==> src/rtl/prog_loader_pkg.sv <==
// prog_loader_pkg: shared constants and state encodings for the command
// driven program loader (prog_loader_cmd) and its write timer.
//   - OP_*     : command opcodes recognised in the CMD state
//   - pstate_e : byte-stream parser states
//   - wstate_e : memory write timing states
package prog_loader_pkg;

    localparam logic [7:0] OP_SET_ADR = 8'hA0;
    localparam logic [7:0] OP_WRITE   = 8'hB0;
    localparam logic [7:0] OP_CLEAR   = 8'hC0;

    typedef enum logic [2:0] {
        P_CMD,
        P_ADR,
        P_LEN0,
        P_LEN1,
        P_DATA
    } pstate_e;

    typedef enum logic [2:0] {
        W_IDLE,
        W_SETUP,
        W_PULSE,
        W_HOLD,
        W_INC
    } wstate_e;

endpackage

==> src/rtl/prog_write_timer.sv <==
// prog_write_timer: sequences one memory write per handed-off byte with
// programmable setup / pulse / hold phases, then one address-increment cycle.
// Ports:
//   clk, reset : clock, synchronous active-high reset
//   start_i    : hand a byte to the writer (honoured only while idle)
//   byte_i     : byte to write
//   data_o     : latched write data
//   write_o    : write strobe (forced low while reset is high)
//   inc_o      : high for the single address-increment cycle
//   idle_o     : writer can accept a new byte this cycle
module prog_write_timer
    import prog_loader_pkg::*;
#(
    parameter int T_SETUP = 0,
    parameter int T_PULSE = 1,
    parameter int T_HOLD  = 1
) (
    input  logic       clk,
    input  logic       reset,
    input  logic       start_i,
    input  logic [7:0] byte_i,
    output logic [7:0] data_o,
    output logic       write_o,
    output logic       inc_o,
    output logic       idle_o
);

    if (T_PULSE < 1 || T_PULSE > 15 || T_SETUP < 0 || T_SETUP > 15 ||
        T_HOLD < 0 || T_HOLD > 15) begin : g_bad_timing
        $error("prog_write_timer: timing parameter out of range");
    end

    // Terminal phase counts; a zero-length phase is skipped entirely so its
    // terminal value is never compared.
    localparam logic [3:0] SETUP_LAST = 4'(T_SETUP - 1);
    localparam logic [3:0] PULSE_LAST = 4'(T_PULSE - 1);
    localparam logic [3:0] HOLD_LAST  = 4'(T_HOLD - 1);

    wstate_e    st_q, st_d;
    logic [3:0] cnt_q, cnt_d;
    logic [7:0] data_q, data_d;

    always_comb begin
        st_d   = st_q;
        cnt_d  = cnt_q + 4'd1;
        data_d = data_q;
        case (st_q)
            W_IDLE: begin
                cnt_d = '0;
                if (start_i) begin
                    data_d = byte_i;
                    st_d   = (T_SETUP > 0) ? W_SETUP : W_PULSE;
                end
            end
            W_SETUP: if (cnt_q == SETUP_LAST) begin
                cnt_d = '0;
                st_d  = W_PULSE;
            end
            W_PULSE: if (cnt_q == PULSE_LAST) begin
                cnt_d = '0;
                st_d  = (T_HOLD > 0) ? W_HOLD : W_INC;
            end
            W_HOLD: if (cnt_q == HOLD_LAST) begin
                cnt_d = '0;
                st_d  = W_INC;
            end
            default: begin
                cnt_d = '0;
                st_d  = W_IDLE;
            end
        endcase
    end

    always_ff @(posedge clk) begin
        if (reset) begin
            st_q  <= W_IDLE;
            cnt_q <= '0;
        end else begin
            st_q  <= st_d;
            cnt_q <= cnt_d;
        end
    end

    // Write data carries no reset value; it is only meaningful under write.
    always_ff @(posedge clk) data_q <= data_d;

    assign data_o  = data_q;
    // Gate with reset so a reset mid-pulse cuts the strobe immediately.
    assign write_o = (st_q == W_PULSE) && !reset;
    assign inc_o   = (st_q == W_INC);
    assign idle_o  = (st_q == W_IDLE);

endmodule

==> src/rtl/prog_loader_cmd.sv <==
// prog_loader_cmd: command-driven program loader. Decodes bytes from the UART
// receiver (toggle handshake) into SET_ADR / WRITE / CLEAR commands and drives
// a timed memory write port, with a one-byte buffer in front of the writer.
// Ports:
//   clk, reset        : clock, synchronous active-high reset
//   data_rx           : received byte
//   data_rx_seq       : toggles once per new byte
//   adr, data, write  : memory write port
//   busy              : parser mid-command, writer active or buffer full
//   done              : one-cycle pulse after the last byte of a block
//   checksum          : mod-256 sum of written bytes since reset / CLEAR
//   overrun, cmd_err  : sticky error flags, cleared by CLEAR
module prog_loader_cmd
    import prog_loader_pkg::*;
#(
    parameter int ADR_WIDTH = 21,
    parameter int T_SETUP   = 0,
    parameter int T_PULSE   = 1,
    parameter int T_HOLD    = 1
) (
    input  logic                 clk,
    input  logic                 reset,
    input  logic [7:0]           data_rx,
    input  logic                 data_rx_seq,
    output logic [ADR_WIDTH-1:0] adr,
    output logic [7:0]           data,
    output logic                 write,
    output logic                 busy,
    output logic                 done,
    output logic [7:0]           checksum,
    output logic                 overrun,
    output logic                 cmd_err
);

    localparam int         ADR_BYTES = (ADR_WIDTH + 7) / 8;
    localparam int         SH_W      = ADR_BYTES * 8;
    localparam logic [3:0] IDX_LAST  = 4'(ADR_BYTES - 1);

    pstate_e              ps_q, ps_d;
    logic                 last_seq_q;
    logic [3:0]           idx_q, idx_d;
    logic [16:0]          rem_q, rem_d;       // bytes still to accept in block
    logic [7:0]           len_lo_q, len_lo_d;
    logic [SH_W-1:0]      sh_q, sh_d, sh_ins;
    logic [ADR_WIDTH-1:0] adr_q, adr_d;
    logic                 pend_vld_q, pend_vld_d;
    logic [7:0]           pend_q, pend_d;
    logic [7:0]           chk_q, chk_d;
    logic                 ovr_q, ovr_d;
    logic                 err_q, err_d;
    logic                 done_q, done_d;

    logic       rx_new, clr, start;
    logic [7:0] start_byte;
    logic       w_inc, w_idle;

    assign rx_new = (data_rx_seq != last_seq_q);

    prog_write_timer #(
        .T_SETUP (T_SETUP),
        .T_PULSE (T_PULSE),
        .T_HOLD  (T_HOLD)
    ) u_timer (
        .clk     (clk),
        .reset   (reset),
        .start_i (start),
        .byte_i  (start_byte),
        .data_o  (data),
        .write_o (write),
        .inc_o   (w_inc),
        .idle_o  (w_idle)
    );

    always_comb begin
        ps_d       = ps_q;
        idx_d      = idx_q;
        rem_d      = rem_q;
        len_lo_d   = len_lo_q;
        sh_d       = sh_q;
        adr_d      = adr_q;
        pend_vld_d = pend_vld_q;
        pend_d     = pend_q;
        chk_d      = chk_q;
        ovr_d      = ovr_q;
        err_d      = err_q;
        done_d     = 1'b0;
        clr        = 1'b0;
        start      = 1'b0;
        start_byte = pend_q;

        sh_ins = sh_q;
        sh_ins[{idx_q, 3'b000} +: 8] = data_rx;

        // Address increment after each write; an ADR load below overrides it.
        if (w_inc) adr_d = adr_q + 1'b1;

        // The buffered byte goes first so the writer restarts without a gap.
        if (w_idle && pend_vld_q) begin
            start      = 1'b1;
            start_byte = pend_q;
            pend_vld_d = 1'b0;
        end

        if (rx_new) begin
            case (ps_q)
                P_CMD: begin
                    case (data_rx)
                        OP_SET_ADR: begin
                            ps_d  = P_ADR;
                            idx_d = '0;
                        end
                        OP_WRITE: ps_d  = P_LEN0;
                        OP_CLEAR: clr   = 1'b1;
                        default:  err_d = 1'b1;
                    endcase
                end
                P_ADR: begin
                    sh_d = sh_ins;
                    if (idx_q == IDX_LAST) begin
                        adr_d = sh_ins[ADR_WIDTH-1:0];
                        ps_d  = P_CMD;
                    end else begin
                        idx_d = idx_q + 4'd1;
                    end
                end
                P_LEN0: begin
                    len_lo_d = data_rx;
                    ps_d     = P_LEN1;
                end
                P_LEN1: begin
                    rem_d = {1'b0, data_rx, len_lo_q} + 17'd1;
                    ps_d  = P_DATA;
                end
                default: begin
                    // Extra bytes after the block count is exhausted are ignored.
                    if (rem_q != '0) begin
                        if (w_idle && !pend_vld_q) begin
                            start      = 1'b1;
                            start_byte = data_rx;
                            rem_d      = rem_q - 17'd1;
                        end else if (!pend_vld_q || w_idle) begin
                            // Empty buffer, or buffer draining this very cycle.
                            pend_vld_d = 1'b1;
                            pend_d     = data_rx;
                            rem_d      = rem_q - 17'd1;
                        end else begin
                            ovr_d = 1'b1;
                        end
                    end
                end
            endcase
        end

        // Block ends once every byte was accepted and the last write retires.
        if (ps_q == P_DATA && rem_q == '0 && w_inc && !pend_vld_q) begin
            done_d = 1'b1;
            ps_d   = P_CMD;
        end

        if (start) chk_d = chk_q + start_byte;

        if (clr) begin
            chk_d = '0;
            ovr_d = 1'b0;
            err_d = 1'b0;
        end
    end

    always_ff @(posedge clk) begin
        // Track the toggle even in reset so stale history is never a byte.
        last_seq_q <= data_rx_seq;
        if (reset) begin
            ps_q       <= P_CMD;
            idx_q      <= '0;
            rem_q      <= '0;
            len_lo_q   <= '0;
            sh_q       <= '0;
            adr_q      <= '0;
            pend_vld_q <= 1'b0;
            pend_q     <= '0;
            chk_q      <= '0;
            ovr_q      <= 1'b0;
            err_q      <= 1'b0;
            done_q     <= 1'b0;
        end else begin
            ps_q       <= ps_d;
            idx_q      <= idx_d;
            rem_q      <= rem_d;
            len_lo_q   <= len_lo_d;
            sh_q       <= sh_d;
            adr_q      <= adr_d;
            pend_vld_q <= pend_vld_d;
            pend_q     <= pend_d;
            chk_q      <= chk_d;
            ovr_q      <= ovr_d;
            err_q      <= err_d;
            done_q     <= done_d;
        end
    end

    // CLEAR only decodes in CMD and handoffs only happen in DATA.
    a_clr_vs_start: assert property (@(posedge clk) disable iff (reset) !(clr && start));

    assign adr      = adr_q;
    assign busy     = (ps_q != P_CMD) || !w_idle || pend_vld_q;
    assign done     = done_q;
    assign checksum = chk_q;
    assign overrun  = ovr_q;
    assign cmd_err  = err_q;

endmodule

==> config.mk <==
export PLATFORM = sky130hd
export DESIGN_NAME = prog_loader_cmd
export DESIGN_NICKNAME = d
export VERILOG_FILES = /design/src/rtl/prog_loader_pkg.sv /design/src/rtl/prog_write_timer.sv /design/src/rtl/prog_loader_cmd.sv
export SDC_FILE = /design/constraint.sdc
export NUM_CORES = 1
export LEC_CHECK = 0
export CAP_MARGIN = 20
export CORE_MARGIN = 8
export CORE_UTILIZATION = 35
export CTS_BUF_LIST = sky130_fd_sc_hd__clkbuf_2 sky130_fd_sc_hd__clkbuf_4 sky130_fd_sc_hd__clkbuf_8
export CTS_CLUSTER_SIZE = 10
export DETAILED_ROUTE_END_ITERATION = 7
export GPL_TIMING_DRIVEN = 0
export MAX_ROUTING_LAYER = met4
export PLACE_DENSITY = 0.63
export SLEW_MARGIN = 15
export SYNTH_ARGS = -nofsm -noshare
export SYNTH_HDL_FRONTEND = slang
export SYNTH_SLANG_ARGS = --single-unit
==> constraint.sdc <==
create_clock -name clk -period 4.3 [get_ports clk]
set_clock_uncertainty 0.1 [all_clocks]
set_input_delay 0.645 -clock clk [delete_from_list [all_inputs] [get_ports clk]]
set_output_delay 0.645 -clock clk [all_outputs]
set_load 0.05 [all_outputs]
# Yosys cells after proc, flatten, opt, wreduce, memory -nomap -nowiden
# Index checks and enable logic that the tools add are counted.
dict set report word_totals {
  register_bits 113
  in_bits 11
  out_inout_bits 42
}
dict set report classes {
  n_addsub 7
  n_reduce_logical 38
  n_mux 42
  shift 2
  n_bitwise 5
  eq_ne 22
}
# operator count
set op_table {}
lappend op_table {{$mux W21} 4}
lappend op_table {{$mux W17} 3}
lappend op_table {{$pmux W17 S2} 1}
lappend op_table {{$mux W8} 4}
lappend op_table {{$bwmux W24} 1}
lappend op_table {{$eq A8 B8 Y1 const B} 3}
lappend op_table {{$pmux W3 S4} 2}
lappend op_table {{$shift A8 B9 Y24 const A} 1}
lappend op_table {{$shiftx A8 B9 Y24} 1}
lappend op_table {{$add A21 B1 Y21 const B} 1}
lappend op_table {{$add A16 B1 Y17 const B} 1}
lappend op_table {{$logic_not A17 Y1} 1}
lappend op_table {{$reduce_bool A17 Y1} 1}
lappend op_table {{$sub A17 B1 Y17 const B} 1}
lappend op_table {{$mux W4} 4}
lappend op_table {{$pmux W4 S2} 2}
lappend op_table {{$reduce_and A4 Y1} 4}
lappend op_table {{$mux W1} 15}
lappend op_table {{$mux W3} 5}
lappend op_table {{$eq A3 B2 Y1 const B} 4}
lappend op_table {{$reduce_and A5 Y1} 2}
lappend op_table {{$neg A7 Y9} 1}
lappend op_table {{$add A4 B1 Y4 const B} 2}
lappend op_table {{$add A8 B8 Y8} 1}
lappend op_table {{23 further kinds} 51}

# Longest topological paths before layout
dict set report depth {
  depth_word 9
  mapped_depth 14
  ltp_nobuf 13
}

# By module
# A second synthesis with hierarchy kept.
dict set report hier_totals {
  cells_unflattened 709
  area_unflattened_um2 6090.8
}
# module instances cells_each area_per_inst_um2
set modules_own_cells {}
lappend modules_own_cells {prog_loader_cmd 1 661 5477.8}
lappend modules_own_cells {prog_write_timer 1 48 613.1}

# Worst setup path before layout
# Ideal clock, no wire load.
dict set report synth_path {
  path_kind {input -> register}
  from {in data_rx_seq}
  to {reg chk_q[6] (netlist: checksum[6])}
  arrival_ns 3.445
  stages 12
  slack_ns 0.623
  setup_time_ns 0.132
  cell_sequence {xor2_1 > nand3_1 > a21oi_1 > mux2_2 > ha_1 > fa_1 > a21o_1 > a21oi_1 > nor2b_1 > mux2_2 > o21ai_0 > a21oi_1}
}
dict set report synth_via {
  elab_chain_cells 3
  word_cells_on_any_way 6
  cone_classes {1 x add/sub; 1 x eq/ne; 3 x mux; 1 x reduce/logical}
}
# item line_no
set synth_rtl {}
lappend synth_rtl {{start, declared} prog_loader_cmd.sv:24} ;# input logic data_rx_seq,
lappend synth_rtl {{$ne A1 B1 Y1} prog_loader_cmd.sv:57} ;# assign rx_new = (data_rx_seq != last_seq_q);
lappend synth_rtl {{$mux W8} prog_loader_cmd.sv:104} ;# if (rx_new) begin
lappend synth_rtl {{via start_byte[0]} prog_loader_cmd.sv:54} ;# logic [7:0] start_byte;
lappend synth_rtl {{$add A8 B8 Y8} prog_loader_cmd.sv:160} ;# if (start) chk_d = chk_q + start_byte;
lappend synth_rtl {{end signal, assigned} prog_loader_cmd.sv:194} ;# chk_q <= chk_d;
lappend synth_rtl {{end, declared} prog_loader_cmd.sv:48} ;# logic [7:0] chk_q, chk_d;
# The timed path passes the listed nets, and every way through them passes these cells.
# A chain may end at the register's enable or synchronous reset.

# Final worst setup path
# Same ends and word-level chain as after synthesis.

==> impl_metrics.yaml <==
global_routing:
  grt_antenna_before_repair: 0
  grt_pass1_wl_um: 26300
  grtUsageTotal_pct: 15.3
  grt_pass1_vias: 4847
  grt_max_degree: 18
  grt.overflow.total: 0
power:
  power_density_mw_per_mm2: 240
  p_sw_share_pct: 25.6
  leakage_uw: 0.00257
  power_frac_clock_pct: 34.1
  switchingPower_uw: 434
  p_comb_share_pct: 4.9
  p_seq_share_pct: 61.0
  irDropWorstVdd_v: 0.000140
  p_int_uw: 1260
logic_synthesis:
  synth_nets: 743
  ys.flop_type: "dfxtp_1"
  ys_warn_count: 0
  async_flop_share_pct: 0
  yosys.area.top_type: "dfxtp_1"
  yosys-top-cells-count: "110 x nor2_1, 102 x dfxtp_1, 49 x mux2i_1"
  yosysMostFrequentCell: "nor2_1"
  synthTopCellsByArea: "dfxtp_1 33%, mux2i_1 8.0%, nor2_1 6.8%"
  synth_cell_type_count: 68
  synth_area_mm2: 0.00610
  synth-seq-cells: 110
  seq_area_frac_synth_pct: 37.4
  syn_area_per_cell_um2: 8.53
  postSynthCellCount: 715
  synth_edf_count: 8
  synth.top_cell.area_share_pct: 33.5
setup_path:
  path_class: "primary input to flop"
  reg2reg_from: "rem_q[0]"
  startpoint: "data_rx_seq"
  reg2reg_depth: 14
  r2r_slack_ps: 600
  arrival_ps: 4240
  startpoint_type: "primary input"
  worstPathMaxFanout: 9
  crit_end: "checksum[6]"
  endpoint_kind: "flop"
  cp.required_ps: 4470
  rr_endpoint: "checksum[6]"
clock_network:
  insertion_delay_ps: 400
  cts_sinks: 110
  cts_tree: "done"
  path_clk_slew_ps: 100
  cts_buffers: 9
  clockBufferDepth: 2
  htree_levels: 3
  cts_setup_buffers: 0
  cts_root_buf: "clkbuf_8"
  hold_buffers: 0
job:
  max-cap-violations: 0
finish:
  post-route-util_pct: 41.0
  syn_to_final_growth_pct: 15.5
  fin_nets: 802
  antenna_cells: 0
  drive_gt1_share_pct: 7.83
placed_design:
  place_ws_ps: -623
  port_buffers: 48
  place_hpwl_um: 11800
  gp_congestion: 0.874
floorplan:
  die_h_um: 148
  die_x_um: 148
  num_rows: 48
  ioPinCount: 53
  core_mm2: 0.0172
  dieArea_mm2: 0.0219
  initial_utilization_pct: 35.5
timing:
  hold_viol: 0
  drv_slew: 0
  setup_viol: 0
  post-route-period-util_pct: 94.5
  setup_slack_ps: 237
  min_period_ps: 4060
  slew_headroom_pct: 32.2
  hold_slack_ps: 371
  max_freq_ghz: 0.246
  grt_setup_unrepaired: "false"
  tightest_slew_ps: 1010
drt:
  drt-total-wl_um: 16200
  post_drt_wl_per_cell_um: 16.1
  ant_nets: 0
  route.vias.total: 5354
  drt-vias-per-instance: 5.33
  firstDrtPassIters: 4
  drc: 0
  drt_iter0_markers: 347
hold_path:
  hold_start: "u_timer.cnt_q[0]"
  hp-class: "flop to flop"
status:
  outcome: "completed"
## flip-flops by register name, summed over array words and instances, names as in the netlist, 4 cells and up
name and cells:
adr 21, checksum 8, idx_q 4, len_lo_q 8
pend_q 8, rem_q 17, sh_q 21, u_timer.cnt_q 4
u_timer.data_o 8
## worst max-delay path, stage by stage
cell             delay (ps)
clkdlybuf4s50_1         550
xor2_2                  420
nand3_1                 190
a21oi_2                 370
mux2_2                  410
ha_1                    210
fa_1                    420
a21o_1                  180
a21oi_1                 210
nor2b_1                  80
mux2_2                  260
o21ai_0                 190
a21oi_1                  90
## repair_timing
action / CTS / global route
pin swaps: 0 / 0
resized for setup: 2 / 1
endpoints found under the hold margin: 0 / 0
endpoints found under the setup margin: 2 / 1
## layer usage
metal,vias to the layer above,GRT usage (%),part of all wire (%)
met4,0,4.23,1.2
met5,-,-,0
met2,124,22.3,44
met1,2560,21.1,50
met3,12,2.84,4.5
li1,2658,-,-
## cell type report
type	count	area [um^2]
Fill cell	1763	10100
Multi-Input combinational cell	538	3550
Sequential cell	110	2280
Timing Repair Buffer	48	480
Tap cell	225	282
Buffer	50	218
Clock buffer	9	124
Inverter	17	63.8
Clock inverter	7	40.0
## power by group through the flow
stage	registers [uW]	clock network, uW	logic, uW
final	1030	578	83.2
after global routing	1030	636	89.0
after CTS	1030	592	82.9
after detailed placement	1060	0	82.2
after global placement	1060	0	82.1
after floorplan	1060	0	43.6
## cell usage in the layout (no fill, tap or decap), types with 9 or more instances in the layout
cell type        Yosys  layout
clkdlybuf4s50_1      0      48
and2_1              11      11
buf_2               11      11
nor2_1             110     110
nor3_1              20      20
nand3_1             20      20
dfxtp_1            102     102
clkbuf_1            35      35
a21oi_1             45      44
mux2i_1             49      49
a211oi_1            33      33
xor2_1              12      11
o21ai_0             24      24
inv_1               16      16
nand4_1             15      15
nand2_1             42      42
xnor2_1             31      31
and3_1              11      11
clkbuf_8             0       9
ha_1                16      16
## kinds of logic after synthesis
family	after synthesis	share of synthesized area (%)
compound gates	142	15.6
xor+xnor	43	6.17
fa+ha+maj	17	3.61
buf+inv	67	4.62
flops	110	37.4
mux	57	9.52
simple gates	279	23.1
## stage by stage
step,power (uW),instance area [um^2],std cells,TNS [ps]
finish,1690,7040,1004,0
global route,1760,7040,1004,0
CTS,1710,7040,1004,0
detailed placement,1140,6860,988,-1560
global placement,1140,6860,988,-1390
floorplan,1100,6100,715,0
## worst min-delay path by stage
stage,endpoint,depth (start not counted)
finish,u_timer.cnt_q[0],1
global route,u_timer.cnt_q[0],1
CTS,u_timer.cnt_q[0],1
detailed placement,u_timer.cnt_q[0],1
floorplan,u_timer.cnt_q[0],1
global placement,u_timer.cnt_q[0],1
Note: power is estimated with default switching activity, not from simulation.
